--- src/rtl/uart_word_tx_pkg.sv ---
// Shared types and constants for the word-to-byte UART streamer.
package uart_word_tx_pkg;

    localparam int WORD_W         = 32;
    localparam int BYTES_PER_WORD = 4;
    localparam int BYTE_IDX_W     = $clog2(BYTES_PER_WORD);
    localparam int GAP_W          = 8;

    typedef enum logic [2:0] {
        S_IDLE,
        S_LOAD,
        S_TRIG,
        S_WAIT_HI,
        S_WAIT_LO,
        S_GAP,
        S_FIN
    } state_e;

    // Byte lane i of a word, lane 0 being the least significant byte.
    function automatic logic [7:0] get_byte(input logic [WORD_W-1:0] w,
                                            input logic [BYTE_IDX_W-1:0] i);
        return w[{i, 3'b000} +: 8];
    endfunction

endpackage

--- src/rtl/uart_word_tx_if.sv ---
// Handshake bundle of the streamer: control, memory read port and UART byte port.
interface uart_word_tx_if
    import uart_word_tx_pkg::*;
#(
    parameter int ADDR_WIDTH = 5,
    parameter int DATA_WIDTH = WORD_W
);
    logic                  start;
    logic [ADDR_WIDTH-1:0] base_addr;
    logic [ADDR_WIDTH:0]   word_count;
    logic                  busy;
    logic                  done;
    logic [ADDR_WIDTH-1:0] mem_addr;
    logic [DATA_WIDTH-1:0] mem_rdata;
    logic                  tx_send_trig;
    logic [7:0]            tx_send_data;
    logic                  tx_bsy;

    // Requester side: drives the request, serves memory reads, models the UART.
    modport master (
        output start, base_addr, word_count, mem_rdata, tx_bsy,
        input  busy, done, mem_addr, tx_send_trig, tx_send_data
    );

    // Streamer side.
    modport slave (
        input  start, base_addr, word_count, mem_rdata, tx_bsy,
        output busy, done, mem_addr, tx_send_trig, tx_send_data
    );
endinterface

--- src/rtl/uart_word_tx_ser.sv ---
// Word serializer: holds the word being sent and the current byte lane.
module uart_word_tx_ser
    import uart_word_tx_pkg::*;
(
    input  logic              clk,
    input  logic              rst,
    input  logic              load_i,
    input  logic              adv_i,
    input  logic [WORD_W-1:0] word_i,
    output logic [7:0]        cur_byte_o,
    output logic [7:0]        nxt_byte_o,
    output logic              last_o
);
    logic [WORD_W-1:0]     word_q;
    logic [BYTE_IDX_W-1:0] idx_q;

    // Load restarts at lane 0; advance steps to the next more significant lane.
    always_ff @(posedge clk) begin
        if (rst) begin
            word_q <= '0;
            idx_q  <= '0;
        end else if (load_i) begin
            word_q <= word_i;
            idx_q  <= '0;
        end else if (adv_i) begin
            idx_q  <= idx_q + BYTE_IDX_W'(1);
        end
    end

    // The next lane is offered so the FSM can register it on the same edge it advances.
    assign cur_byte_o = get_byte(word_q, idx_q);
    assign nxt_byte_o = get_byte(word_q, idx_q + BYTE_IDX_W'(1));
    assign last_o     = (idx_q == BYTE_IDX_W'(BYTES_PER_WORD - 1));

endmodule

--- src/rtl/uart_word_tx.sv ---
// Word-to-byte streamer: reads words from memory and feeds them LSB byte first
// to a byte UART transmitter. Optional trailing checksum: UART_WORD_TX_CHKSUM_EN.
module uart_word_tx
    import uart_word_tx_pkg::*;
#(
    parameter int ADDR_WIDTH = 5,
    parameter int DATA_WIDTH = 32,
    parameter int GAP_CYCLES = 0
) (
    input  logic          clk,
    input  logic          rst,
    uart_word_tx_if.slave bus
);
    state_e                state_q;
    logic                  busy_q;
    logic                  done_q;
    logic                  trig_q;
    logic [7:0]            data_q;
    logic [ADDR_WIDTH-1:0] addr_q;
    logic [ADDR_WIDTH:0]   left_q;
    logic [GAP_W-1:0]      gap_q;
`ifdef UART_WORD_TX_CHKSUM_EN
    logic [WORD_W-1:0]     sum_q;
    logic                  chk_q;   // serializer currently holds the checksum word
`endif

    logic [WORD_W-1:0]     load_word;
    logic                  byte_done;
    logic                  ser_load;
    logic                  ser_adv;
    logic                  ser_last;
    logic [7:0]            cur_byte;
    logic [7:0]            nxt_byte;

    // Word source for LOAD, and the "byte finished, gap elapsed" decision point.
    always_comb begin
        load_word = bus.mem_rdata;
`ifdef UART_WORD_TX_CHKSUM_EN
        if (chk_q) load_word = sum_q;
`endif
        byte_done = ((state_q == S_WAIT_LO) && !bus.tx_bsy && (GAP_CYCLES == 0)) ||
                    ((state_q == S_GAP) && (gap_q == '0));
        ser_load  = (state_q == S_LOAD);
        ser_adv   = byte_done && !ser_last;
    end

    uart_word_tx_ser u_ser (
        .clk        (clk),
        .rst        (rst),
        .load_i     (ser_load),
        .adv_i      (ser_adv),
        .word_i     (load_word),
        .cur_byte_o (cur_byte),
        .nxt_byte_o (nxt_byte),
        .last_o     (ser_last)
    );

    // Main FSM. A trig is launched on the edge entering TRIG whenever the UART is
    // already idle, so the first byte leaves two cycles after start; otherwise TRIG
    // retries each cycle until tx_bsy drops.
    always_ff @(posedge clk) begin
        if (rst) begin
            state_q <= S_IDLE;
            busy_q  <= 1'b0;
            done_q  <= 1'b0;
            trig_q  <= 1'b0;
            data_q  <= '0;
            addr_q  <= '0;
            left_q  <= '0;
            gap_q   <= '0;
`ifdef UART_WORD_TX_CHKSUM_EN
            sum_q   <= '0;
            chk_q   <= 1'b0;
`endif
        end else begin
            done_q <= 1'b0;
            trig_q <= 1'b0;
            case (state_q)
                S_IDLE: begin
                    if (bus.start) begin
                        addr_q <= bus.base_addr;
                        left_q <= bus.word_count;
                        busy_q <= 1'b1;
`ifdef UART_WORD_TX_CHKSUM_EN
                        sum_q   <= '0;
                        chk_q   <= (bus.word_count == '0);
                        state_q <= S_LOAD;
`else
                        state_q <= (bus.word_count == '0) ? S_FIN : S_LOAD;
`endif
                    end
                end
                S_LOAD: begin
`ifdef UART_WORD_TX_CHKSUM_EN
                    if (!chk_q) begin
                        sum_q  <= sum_q + bus.mem_rdata;
                        left_q <= left_q - (ADDR_WIDTH+1)'(1);
                    end
`else
                    left_q <= left_q - (ADDR_WIDTH+1)'(1);
`endif
                    trig_q  <= !bus.tx_bsy;
                    data_q  <= load_word[7:0];
                    state_q <= S_TRIG;
                end
                S_TRIG: begin
                    if (trig_q) begin
                        state_q <= S_WAIT_HI;
                    end else if (!bus.tx_bsy) begin
                        trig_q <= 1'b1;
                        data_q <= cur_byte;
                    end
                end
                S_WAIT_HI: begin
                    if (bus.tx_bsy) state_q <= S_WAIT_LO;
                end
                S_WAIT_LO: begin
                    if (!bus.tx_bsy && (GAP_CYCLES != 0)) begin
                        gap_q   <= GAP_W'(GAP_CYCLES - 1);
                        state_q <= S_GAP;
                    end
                end
                S_GAP: begin
                    if (gap_q != '0) gap_q <= gap_q - GAP_W'(1);
                end
                S_FIN: begin
                    done_q  <= 1'b1;
                    busy_q  <= 1'b0;
                    state_q <= S_IDLE;
                end
                default: state_q <= S_IDLE;
            endcase

            // Byte complete: next lane, next word, checksum word, or finish.
            if (byte_done) begin
                if (!ser_last) begin
                    state_q <= S_TRIG;
                    trig_q  <= !bus.tx_bsy;
                    data_q  <= nxt_byte;
                end else if (left_q != '0) begin
                    addr_q  <= addr_q + ADDR_WIDTH'(1);
                    state_q <= S_LOAD;
                end
`ifdef UART_WORD_TX_CHKSUM_EN
                else if (!chk_q) begin
                    chk_q   <= 1'b1;
                    state_q <= S_LOAD;
                end
`endif
                else begin
                    state_q <= S_FIN;
                end
            end
        end
    end

    assign bus.busy         = busy_q;
    assign bus.done         = done_q;
    assign bus.mem_addr     = addr_q;
    assign bus.tx_send_trig = trig_q;
    assign bus.tx_send_data = data_q;

endmodule
--- src/flat_wrapper.sv ---
// flat-port wrapper written by rule: the top's interface ports become plain ports
module uart_word_tx_flat import uart_word_tx_pkg::*;
#(
    parameter int ADDR_WIDTH = 5,
    parameter int DATA_WIDTH = 32,
    parameter int GAP_CYCLES = 0
)
  (clk, rst, bus_start, bus_base_addr, bus_word_count, bus_mem_rdata, bus_tx_bsy, bus_busy, bus_done, bus_mem_addr, bus_tx_send_trig, bus_tx_send_data);
  uart_word_tx_if #(.ADDR_WIDTH(ADDR_WIDTH), .DATA_WIDTH(DATA_WIDTH)) bus_i ();
  input  logic clk;
  input  logic rst;
  input wire logic [$bits(bus_i.start)-1:0] bus_start;
  input wire logic [$bits(bus_i.base_addr)-1:0] bus_base_addr;
  input wire logic [$bits(bus_i.word_count)-1:0] bus_word_count;
  input wire logic [$bits(bus_i.mem_rdata)-1:0] bus_mem_rdata;
  input wire logic [$bits(bus_i.tx_bsy)-1:0] bus_tx_bsy;
  output wire logic [$bits(bus_i.busy)-1:0] bus_busy;
  output wire logic [$bits(bus_i.done)-1:0] bus_done;
  output wire logic [$bits(bus_i.mem_addr)-1:0] bus_mem_addr;
  output wire logic [$bits(bus_i.tx_send_trig)-1:0] bus_tx_send_trig;
  output wire logic [$bits(bus_i.tx_send_data)-1:0] bus_tx_send_data;
  assign bus_i.start = bus_start;
  assign bus_i.base_addr = bus_base_addr;
  assign bus_i.word_count = bus_word_count;
  assign bus_i.mem_rdata = bus_mem_rdata;
  assign bus_i.tx_bsy = bus_tx_bsy;
  assign bus_busy = bus_i.busy;
  assign bus_done = bus_i.done;
  assign bus_mem_addr = bus_i.mem_addr;
  assign bus_tx_send_trig = bus_i.tx_send_trig;
  assign bus_tx_send_data = bus_i.tx_send_data;
  uart_word_tx #(.ADDR_WIDTH(ADDR_WIDTH), .DATA_WIDTH(DATA_WIDTH), .GAP_CYCLES(GAP_CYCLES)) u_core (.clk(clk), .rst(rst), .bus(bus_i));
endmodule
--- config.mk ---
export PLATFORM = sky130hd
export DESIGN_NAME = uart_word_tx_flat
export DESIGN_NICKNAME = d
export VERILOG_FILES = /design/src/rtl/uart_word_tx_pkg.sv /design/src/rtl/uart_word_tx_if.sv /design/src/rtl/uart_word_tx_ser.sv /design/src/rtl/uart_word_tx.sv /design/src/flat_wrapper.sv
export SDC_FILE = /design/constraint.sdc
export NUM_CORES = 1
export LEC_CHECK = 0
export ABC_AREA = 1
export CORE_MARGIN = 8
export CORE_UTILIZATION = 46
export DETAILED_ROUTE_END_ITERATION = 12
export MAX_ROUTING_LAYER = met4
export PLACE_DENSITY = 0.73
export SETUP_SLACK_MARGIN = 0.02
export SYNTH_ARGS = -nofsm -noshare
export SYNTH_HDL_FRONTEND = slang
export SYNTH_HIERARCHICAL = 1
export SYNTH_SLANG_ARGS = --single-unit
--- constraint.sdc ---
create_clock -name clk -period 4 [get_ports clk]
set_clock_uncertainty 0.15 [all_clocks]
set_input_delay 0.8 -clock clk [delete_from_list [all_inputs] [get_ports clk]]
set_output_delay 0.8 -clock clk [all_outputs]
set_load 0.02 [all_outputs]
==> flow_summary.yaml, run 1 <==
pwr:
  p_leak_nw: 2.19
  vdd_drop_max_uv: 297
  power.density_nw_per_um2: 605
yosys:
  ys_ff_latch: 67
  synth_warnings: 6
  synth_nets: 679
  ys_seq_area_frac: 0.343
  syn_inst: 626
  synth_area_sq_um: 3910
  synth_cell_type_count: 31
  synth_area_per_cell_sq_um: 6.25
worst_hold_path:
  min_to: "u_core/bus.busy"
  hold_depth: 2
  hp-class: "reg2reg"
  hold_start: "u_core/bus.busy"
final_layout:
  final_nets: 732
  layout_common_cells: "nand2_1, nor2_1, dfxtp_1, clkdlybuf4s50_1, inv_1"
  design_area_sq_um: 4710
  utilization: 0.574
  areaGrowthSynthToFinish_pct: 20.5
  final_cells: 789
  drive_gt1_frac: 0.0819
  layout_commonest_cell: "nand2_1"
  n_antenna_cell: 0
floorplanning:
  die_y_um: 108
  core_area_sq_um: 8220
  io_pins: 63
  initial_core_util: 0.476
  placement_rows: 33
  die_x_um: 108
  dieArea_sq_um: 11700
global_route:
  antenna_found_initial: 0
  grt_pass1_vias: 3746
  grtUsageTotal: 0.179
  grt_pass1_wl_um: 16800
  grt_max_degree: 34
  use_met2: 0.294
  met1_usage: 0.213
  top_usage_layer: "met2"
  use_met3: 0.0297
  grt_overflow: 0
critical_path:
  crit_buf_inv: 1
  cp_max_fo: 5
  slowest_delay_ns: 0.64
  r2r_cells: 5
  critPathSlowestCell: "clkdlybuf4s50_1"
  critPathCaptureType: "output port"
  startpoint_type: "register"
  crit_arrival_ns: 1.41
  worstReg2RegEnd: "u_core/u_ser/word_q[7]"
  r2r-start: "u_core/state_q[0]"
  r2r_slack_ns: 1.72
  criticalPathCategory: "reg2out"
  crit_family: "buffers and inverters"
  crit_chain: "clkdlybuf4s50_1"
  required_ns: 3.05
placement:
  dp_cells: 773
  dp_hpwl_um: 7310
  io_buffers: 62
  place_congestion: 0.923
  dpl-instance-area_sq_um: 4520
timing:
  relSlewSlack: 0.564
  post-route-period-util: 0.589
  rsz0062_at_grt: "false"
  setup-violations-final: 0
  fmax_mhz: 424
  slew_viol_final: 0
  finalHoldViolCount: 0
  hold_ws_ns: 0.319
  finalSetupTns_ns: 0
  tightest_slew_ns: 0.653
  fin_crit_ns: 2.36
detailed_routing:
  drtPass1Iterations: 5
  drt_iter0_drc: 203
  routed_via_density: 5.03
  drtAntennaViolNets: 0
  wl_per_cell_um: 12.6
  vias: 3969
  drt_wl_total_um: 9960
  drc: 0
clocking:
  cts-resized-gates: 0
  cts_setup_buffers: 0
  hold_buffers: 0
  clock-sinks: 67
  cts_tree: "yes"
  clk_pin_slew_ns: 0.08
  worstSkewPairLatency_ns: 0.34
  cts.root.buffer_cell: "clkbuf_8"
  clockBufferDepth: 2
  cts_buffers: 9
  cts_htree_levels: 3
run:
  drv_cap: 0
status:
  status: "completed"
## synthesized netlist by cell type, drive strengths merged
library cell | instances | area (sq um)
a21boi | 1 | 7.51
a21oi | 20 | 104
a31oi | 5 | 31.3
buf | 21 | 159
clkbuf | 2 | 7.51
clkinv | 1 | 8.76
dfxtp | 67 | 1340
ha | 6 | 75.1
inv | 75 | 284
nand2 | 164 | 638
nand3 | 60 | 305
nand3b | 1 | 7.51
nand4 | 1 | 6.26
nor2 | 134 | 559
o21ai | 59 | 299
xnor2 | 3 | 26.3
xor2 | 6 | 52.6
## worst max-delay path by stage
stage / from / to / cells after the start
2_1_floorplan: bus_tx_bsy / u_core/bus.tx_send_data[0] / 6
3_3_place_gp: bus_tx_bsy / u_core/bus.tx_send_data[1] / 7
3_5_place_dp: bus_tx_bsy / u_core/bus.tx_send_data[1] / 7
4_1_cts: u_core/bus.mem_addr[2] / bus_mem_addr[2] / 1
5_1_grt: u_core/state_q[2] / u_core/u_ser/word_q[7] / 6
6_report: u_core/bus.mem_addr[2] / bus_mem_addr[2] / 1
## cells by family after synthesis
group | synth area share
buf+inv | 0.117
flops | 0.343
fa+ha+maj | 0.0192
compound gates | 0.113
xor+xnor | 0.0201
simple gates | 0.388
## registers in the layout, indices dropped and copies added (netlist names)
signal	cells
u_core/bus.mem_addr	5
u_core/gap_q	8
u_core/bus.tx_send_data	8
u_core/bus.busy	1
u_core/bus.tx_send_trig	1
u_core/u_ser/word_q	32
u_core/u_ser/idx_q	2
u_core/bus.done	1
u_core/left_q	6
u_core/state_q	3
## final cells by class
cell class / instances / area, sq um
Fill cell: 787 / 3500
Multi-Input combinational cell: 460 / 2110
Sequential cell: 67 / 1340
Timing Repair Buffer: 65 / 643
Inverter: 76 / 293
Tap cell: 105 / 131
Clock buffer: 9 / 124
Clock inverter: 7 / 68.8
## per-layer routing
layer | vias to the layer above | wire length, um
li1 | 2066 | -
met1 | 1773 | 4350
met2 | 116 | 4870
met3 | 14 | 589
met4 | 0 | 157
met5 | - | 0
## power breakdown
group / internal (mW) / switching, mW / leakage, nW / total, mW
Sequential: 0.864 / 0.138 / 0.549 / 1.00
Combinational: 0.478 / 0.818 / 1.54 / 1.30
Clock: 0.285 / 0.267 / 0.0950 / 0.552
Total: 1.63 / 1.22 / 2.19 / 2.85
## metrics by stage
step	worst slack, ns	total power, mW
after global routing	1.50	3.09
after detailed placement	1.52	2.30
final	1.64	2.85
after floorplan	2.21	1.97
after global placement	1.57	2.27
after CTS	1.62	2.86
## worst reg2reg max path, stage by stage, from the launching register on
cell	delay, ns
dfxtp_1	0.44
nand3_1	0.38
inv_2	0.51
inv_2	0.40
nor2_1	0.22
nor2_1	0.07
(Power assumes the default switching activity.)
==> run 2: changes to the inputs <==
- PLACE_DENSITY: 0.73 -> 0.76
- clock period: 4 -> 2 ns (I/O delays scaled with it)
==> flow_summary.yaml, run 2 (synthesis gave the netlist of run 1 again) <==
status:
  status: "completed"
critical_path:
  r2r_cells: 6
  criticalPathCategory: "reg2out"
  worstReg2RegEnd: "u_core/bus.tx_send_data[6]"
  r2r-start: "u_core/u_ser/idx_q[0]"
  startpoint_type: "register"
  crit_family: "buffers and inverters"
  startpoint: "u_core/bus.mem_addr[3]"
  required_ns: 1.45
  critPathCaptureType: "output port"
  cp.depth: 1
  critPathSlowestCell: "clkdlybuf4s50_1"
  crit_arrival_ns: 1.35
  crit_buf_inv: 1
  slowest_delay_ns: 0.64
  r2r_slack_ns: 0.21
  crit_chain: "clkdlybuf4s50_1"
  cp_max_fo: 3
placement:
  dpl-instance-area_sq_um: 4610
  dp_cells: 781
  dp_hpwl_um: 7760
  place_ws_ns: 0.0647
  place_congestion: 0.905
  io_buffers: 62
global_route:
  grt_overflow: 0
  grt_pass1_vias: 3822
  grtUsageTotal: 0.190
  grt_pass1_wl_um: 17500
  antenna_found_initial: 0
  grt_max_degree: 35
detailed_routing:
  drc: 0
  vias: 3975
  drtPass1Iterations: 4
  drt_iter0_drc: 225
  drt_wl_total_um: 10300
  routed_via_density: 4.99
  wl_per_cell_um: 12.9
  drtAntennaViolNets: 0
timing:
  rsz0062_at_grt: "false"
  tightest_slew_ns: 0.462
  setup-violations-final: 0
  slew_viol_final: 0
  fmax_mhz: 525
  fin_crit_ns: 1.90
  post-route-period-util: 0.952
  setup_slack_ns: 0.0968
  finalHoldViolCount: 0
  hold_ws_ns: 0.324
  relSlewSlack: 0.691
  finalSetupTns_ns: 0
clocking:
  clock-sinks: 67
  clockBufferDepth: 2
  cts.root.buffer_cell: "clkbuf_8"
  cts_htree_levels: 3
  cts_buffers: 9
  worstSkewPairLatency_ns: 0.34
  hold_buffers: 0
  cts_tree: "yes"
  clk_pin_slew_ns: 0.08
floorplanning:
  dieArea_sq_um: 11700
  die_y_um: 108
  initial_core_util: 0.476
  placement_rows: 33
  core_area_sq_um: 8220
  io_pins: 63
  die_x_um: 108
pwr:
  seqPwrFrac: 0.344
  p_sw_mw: 2.44
  p_int_mw: 3.32
  p_clk_frac: 0.186
  p_comb_frac: 0.471
  total_power_mw: 5.76
  power.density_nw_per_um2: 1200
  vdd_drop_max_uv: 566
  p_sw_frac: 0.423
  p_leak_nw: 2.25
final_layout:
  areaGrowthSynthToFinish_pct: 22.4
  final_nets: 741
  layout_commonest_cell: "nand2_1"
  layout_common_cells: "nand2_1, nor2_1, dfxtp_1, clkdlybuf4s50_1, inv_1"
  drive_gt1_frac: 0.0896
  largest-register: "u_core/u_ser/word_q"
  design_area_sq_um: 4790
  utilization: 0.583
  final_cells: 797
  largest_register_ffs: 32
  n_antenna_cell: 0
worst_hold_path:
  hp-class: "reg2reg"
  min_to: "u_core/gap_q[6]"
  hold_start: "u_core/gap_q[6]"
  hold_depth: 2
run:
  drv_cap: 0
-- run 2: cell count changes in the layout (fill, tap and decap cells not counted), sizes merged --
| cell | change |
|---|---|
| clkdlybuf4s50 | -1 |
| clkbuf | +3 |
| buf | +9 |
| clkinv | -2 |
| dlymetal6s2s | +1 |
| clkinvlp | -2 |
-- run 2: worst max-delay path by stage --
stage                            end  slack (ns)
4_1_cts              bus_mem_addr[2]        0.02
3_5_place_dp   u_core/u_ser/idx_q[1]        0.06
6_report             bus_mem_addr[3]         0.1
2_1_floorplan  u_core/u_ser/idx_q[1]        0.44
5_1_grt        u_core/u_ser/idx_q[1]        0.03
3_3_place_gp   u_core/u_ser/idx_q[1]         0.1
-- run 2: what timing repair did --
action / 4_1_cts / 5_1_grt
resized for setup: 0 / 2
setup endpoints to repair: 0 / 2
setup buffers: 0 / 1
-- run 2: cell type report --
type | count | area (sq um)
clock inverter | 3 | 40.0
inverter | 76 | 293
sequential | 67 | 1340
timing repair buffer | 74 | 738
tap | 105 | 131
multi-input combinational | 460 | 2110
fill | 788 | 3430
clock buffer | 12 | 135
-- run 2: power by group through the flow --
| stage | Sequential [mW] | Combinational, mW | Clock (mW) |
|---|---|---|---|
| after detailed placement | 2.01 | 2.69 | 0 |
| final | 1.98 | 2.71 | 1.07 |
| after global routing | 2.03 | 3.08 | 1.16 |
| after floorplan | 2.05 | 1.90 | 0 |
| after CTS | 1.98 | 2.71 | 1.11 |
| after global placement | 1.99 | 2.64 | 0 |
-- run 2: per-layer routing --
| layer | vias up | global-route usage | wire, um | part of all wire |
|---|---|---|---|---|
| met5 | - | - | 0 | 0 |
| met4 | 0 | 0.0664 | 143 | 0.014 |
| met3 | 12 | 0.0381 | 469 | 0.046 |
| met2 | 90 | 0.293 | 4680 | 0.45 |
| met1 | 1792 | 0.241 | 5020 | 0.49 |
| li1 | 2081 | - | - | - |
==> patch 1 (settings of run 1) <==
Add a define of `UART_WORD_TX_CHKSUM_EN`.
--- a/src/rtl/uart_word_tx.sv
+++ b/src/rtl/uart_word_tx.sv
@@ -1,5 +1,7 @@
 // Word-to-byte streamer: reads words from memory and feeds them LSB byte first
 // to a byte UART transmitter. Optional trailing checksum: UART_WORD_TX_CHKSUM_EN.
+`define UART_WORD_TX_CHKSUM_EN
+
 module uart_word_tx
     import uart_word_tx_pkg::*;
 #(
Check against the original RTL: not equivalent (a bounded check fails within 4 cycles, from zero or initial values and one cycle with rst high).
==> patch 1 against run 1 <==
Clock power rose by 59%; final area rose by 84%; core utilization fell by 4.8 points; routed wire length rose by 120%; worst setup slack got worse by 510 ps; power rose by 83%; first-iteration DRC count rose to 3.5 times the old value; area after synthesis rose by 97%; sequential power rose by 56%; hold slack improved by 0.51 ps; via count rose by 100%; sequential cell count rose by 33; largest power group unchanged.
==> patch 1: results (changes against run 1) <==
----------------------------------------------------
[Pwr]
  Static leakage power ... 4.45 nW (was 2.19 nW)
  Power density cells ... 603 nW/um^2 (was 605 nW/um^2)
  Net switching power ... 2.51 mW (was 1.22 mW)
  Combinational cell power ... 2.79 mW (was 1.30 mW)
  Clock distribution power ... 877 uW (was 552 uW)

[Global routing]
  Global Route met1 Usage ... 27.7% (was 21.3%)
  Wire length of the first global-routing pass ... 36.6 mm (was 16.8 mm)
  Global routing met3 resource utilization ... 2.77% (was 2.97%)
  Global-route track usage on met2 ... 33.7% (was 29.4%)
  Vias in the first global route ... 7,422 (was 3,746)

[Layout]
  Fraction of layout instances using a drive strength above 1 ... 4.86% (was 8.19%)

[Detailed routing]
  Met3 routed WL ... 1.10 mm (was 589 microns)
  Detail Route met2 WL ... 9.94 mm (was 4.87 mm)
  1st-pass router iterations ... 6 (was 5)
  Total Routed Length ... 22.1 mm (was 9.96 mm)
  Detailed-route vias per instance ... 5.14 (was 5.03)
  Initial detailed-routing violation count ... 716 (was 203)

[Setup path]
  Maximum single-stage delay on the critical path ... 500 ps (was 640 ps)
  Depth of the worst register-to-register path ... 7 (was 5)
  Capturing point of the worst reg2reg path ... u_core/left_q[1] (was u_core/u_ser/word_q[7])
  Worst-path maximum fanout ... 4 (was 5)
  Internal reg-to-reg setup slack ... 1280 ps (was 1720 ps)
  Destination of the critical timing path ... u_core/sum_q[16] (was bus_mem_addr[2])
  Critical path startpoint ... bus_mem_rdata[0] (was u_core/bus.mem_addr[2])

[Placement]
  HPWL Detailed ... 16.7 mm (was 7.31 mm)

[STA]
  Post-route worst hold slack ... 319 ps (about the same)

[Yosys]
  Synth Area in Adders ... 6.26% (was 1.92%)
  Mux cell area share after synthesis ... 0.698% (was 0%)
  Sequential fraction of the synthesis area ... 26.0% (was 34.3%)
  Area share of xor/xnor cells in the synthesized design ... 0.795% (was 2.01%)

[Clock tree]
  Clock network latency to the later pin of the worst-skew pair ... 360 ps (was 340 ps)
  Cell at the root of the clock tree ... sky130_fd_sc_hd__clkbuf_16 (was sky130_fd_sc_hd__clkbuf_8)

[Status]
  Result of the run ... complete, no violations (unchanged)

----------------------------------------------------
==> patch 1: changes by cell type after synthesis, moves of 10 or more <==
cell	delta
sky130_fd_sc_hd__nand2_1	+321
sky130_fd_sc_hd__inv_1	+120
sky130_fd_sc_hd__a21oi_1	+62
sky130_fd_sc_hd__dfxtp_1	+33
sky130_fd_sc_hd__ha_1	+31
sky130_fd_sc_hd__nand3_1	+28
sky130_fd_sc_hd__nor2_1	+14
sky130_fd_sc_hd__o21ai_0	+13
sky130_fd_sc_hd__nand4_1	+10
==> patch 1: area by class of cell <==
class                           count  area, sq um
Timing Repair Buffer               67          653
Clock buffer                        9          225
Sequential cell                   100         2000
Multi-Input combinational cell    980         4700
Tap cell                          220          275
Fill cell                        1711         7810
Clock inverter                      7         67.6
Inverter                          194          734
==> patch 1: stage by stage <==
stage	area (sq um)	setup slack (ps)	std cells
detailed placement	8360	793	1561
finish	8660	1130	1577
global route	8660	955	1577
CTS	8660	1160	1577
global placement	8360	800	1561
floorplan	7710	1550	1316
==> patch 2 (settings of run 1) <==
Made on the original files. Re-encode `state_e` (7 states) as one-hot, 7 bits wide.
--- a/src/rtl/uart_word_tx_pkg.sv
+++ b/src/rtl/uart_word_tx_pkg.sv
@@ -6,14 +6,14 @@
     localparam int BYTE_IDX_W     = $clog2(BYTES_PER_WORD);
     localparam int GAP_W          = 8;
 
-    typedef enum logic [2:0] {
-        S_IDLE,
-        S_LOAD,
-        S_TRIG,
-        S_WAIT_HI,
-        S_WAIT_LO,
-        S_GAP,
-        S_FIN
+    typedef enum logic [6:0] {
+        S_IDLE    = 7'b0000001,
+        S_LOAD    = 7'b0000010,
+        S_TRIG    = 7'b0000100,
+        S_WAIT_HI = 7'b0001000,
+        S_WAIT_LO = 7'b0010000,
+        S_GAP     = 7'b0100000,
+        S_FIN     = 7'b1000000
     } state_e;
 
     // Byte lane i of a word, lane 0 being the least significant byte.
Formal check against the unedited RTL: same outputs for any inputs over 10 cycles, from zero or initial values and one cycle with rst high; not proved beyond that.
==> patch 2 against run 1 <==
Final area is 3.1% lower; area after synthesis is 2.8% lower; power is 17% lower; combinational power is 27% lower; routed wire length is 2.2% higher; worst setup slack worse by 130 ps; sequential cell count is 5 lower; synthesized cell count is 3.7% lower; die area is 2.4% lower; largest power group unchanged.
==> patch 2: results (changes against run 1) <==
----------------------------------------------------
[Setup path]
  Critical path startpoint ... u_core/bus.tx_send_trig (was u_core/bus.mem_addr[2])
  Maximum single-stage delay on the critical path ... 680 ps (was 640 ps)
  Arrival time at the worst endpoint ... 1530 ps (was 1410 ps)
  Capturing point of the worst reg2reg path ... u_core/bus.tx_send_data[4] (was u_core/u_ser/word_q[7])
  Reg-to-Reg Start ... u_core/state_q[4] (was u_core/state_q[0])
  Destination of the critical timing path ... bus_tx_send_trig (was bus_mem_addr[2])
  Depth of the worst register-to-register path ... 8 (was 5)
  Internal reg-to-reg setup slack ... 1890 ps (was 1720 ps)

[Global routing]
  Global-route usage over all layers ... 18.7% (was 17.9%)
  Wire length of the first global-routing pass ... 17.2 mm (was 16.8 mm)
  Pin count of the biggest net entering global routing ... 34 (unchanged)
  Global routing met3 resource utilization ... 4.68% (was 2.97%)
  Global-route track usage on met2 ... 30.2% (was 29.4%)
  Vias in the first global route ... 3,709 (was 3,746)
  Global Route met1 Usage ... 21.9% (was 21.3%)

[Layout]
  FILL cells ... 840 (was 787)
  Final Net Count ... 703 (was 732)
  Fraction of layout instances using a drive strength above 1 ... 8.83% (was 8.19%)

[Pwr]
  Worst-case vdd ir drop ... 0.000270 V (was 0.000297 V)
  Static leakage power ... 2.12 nW (was 2.19 nW)

[Placement]
  Routability congestion estimate ... 0.925 (was 0.923)
  HPWL Detailed ... 7.41 mm (was 7.31 mm)

[Detailed routing]
  Drt wl/cell ... 13.4 microns (was 12.6 microns)
  Detailed-route vias per instance ... 5.05 (was 5.03)
  Initial detailed-routing violation count ... 159 (was 203)

[Status]
  Result of the run ... complete, no violations (unchanged)

[Yosys]
  Synth warnings ... 6 (unchanged)
  Synth cell count leaders ... 163 x sky130_fd_sc_hd__nand2_1, 113 x sky130_fd_sc_hd__nor2_1, 62 x sky130_fd_sc_hd__dfxtp_1 (was 159 x sky130_fd_sc_hd__nand2_1, 119 x sky130_fd_sc_hd__nor2_1, 67 x sky130_fd_sc_hd__dfxtp_1)
  Top area cells in the synthesized netlist ... sky130_fd_sc_hd__dfxtp_1 33%, sky130_fd_sc_hd__nand2_1 16%, sky130_fd_sc_hd__nor2_1 11% (was sky130_fd_sc_hd__dfxtp_1 34%, sky130_fd_sc_hd__nand2_1 15%, sky130_fd_sc_hd__nor2_1 11%)
  Synth cell types ... 33 (was 31)
  Sequential fraction of the synthesis area ... 32.6% (was 34.3%)
  Syn nets ... 654 (was 679)

[Clock tree]
  Number of clock buffers inserted by TritonCTS ... 9 (unchanged)
  CTS H-tree lvls ... 3 (unchanged)

[STA]
  Worst slew slack as a fraction of its limit ... 56.4% (about the same)

----------------------------------------------------
==> patch 2: worst min path at each step <==
stage | startpoint | to | slack [ps] | depth (start not counted)
2_1_floorplan | u_core/u_ser/word_q[21] | u_core/u_ser/word_q[21] | 300 | 2
3_3_place_gp | u_core/bus.tx_send_data[7] | u_core/bus.tx_send_data[7] | 320 | 2
3_5_place_dp | u_core/bus.tx_send_data[7] | u_core/bus.tx_send_data[7] | 320 | 2
4_1_cts | u_core/bus.tx_send_data[7] | u_core/bus.tx_send_data[7] | 330 | 2
5_1_grt | u_core/bus.tx_send_data[7] | u_core/bus.tx_send_data[7] | 350 | 2
6_report | u_core/bus.tx_send_data[7] | u_core/bus.tx_send_data[7] | 330 | 2
==> patch 2: stage by stage <==
stage	cells	setup WS, ps	total power, mW	area [sq um]
4_1_cts	762	1510	2.36	4570
2_1_floorplan	603	2250	1.55	3800
3_3_place_gp	746	1320	1.76	4370
3_5_place_dp	746	1300	1.79	4370
5_1_grt	762	1450	2.53	4570
6_report	762	1520	2.35	4570
==> patch 2: cell type report <==
type	instances	area, sq um	share of cell area, %
clock buffers	11	141	3.09
clock inverters	5	58.8	1.29
inverters	63	239	5.23
multi-input cells	452	2120	46.4
flip-flops and latches	62	1240	27.2
well taps	105	131	2.88
repair buffers	64	636	13.9
==> patch 2: cell families after synthesis <==
kind of cell | Yosys count | synth area share, %
AND/OR/NAND/NOR | 375 | 44.1
flip-flops | 62 | 32.6
adder cells (fa/ha/maj) | 4 | 1.32
AO/OA/AOI/OAI | 68 | 9.21
buffers and inverters | 89 | 11.6
XOR/XNOR | 5 | 1.15
==> patch 2: report_power, final <==
part | internal (mW) | switching, mW
clock | 0.305 | 0.264
sequential | 0.737 | 0.101
combinational | 0.354 | 0.593
total | 1.40 | 0.959
==> patch 2: layer usage <==
metal  part of all wire, %  vias up
met5                     0        -
met4                   1.9        0
met3                   5.3       18
met2                    48      112
met1                    45     1741
li1                      -     1978
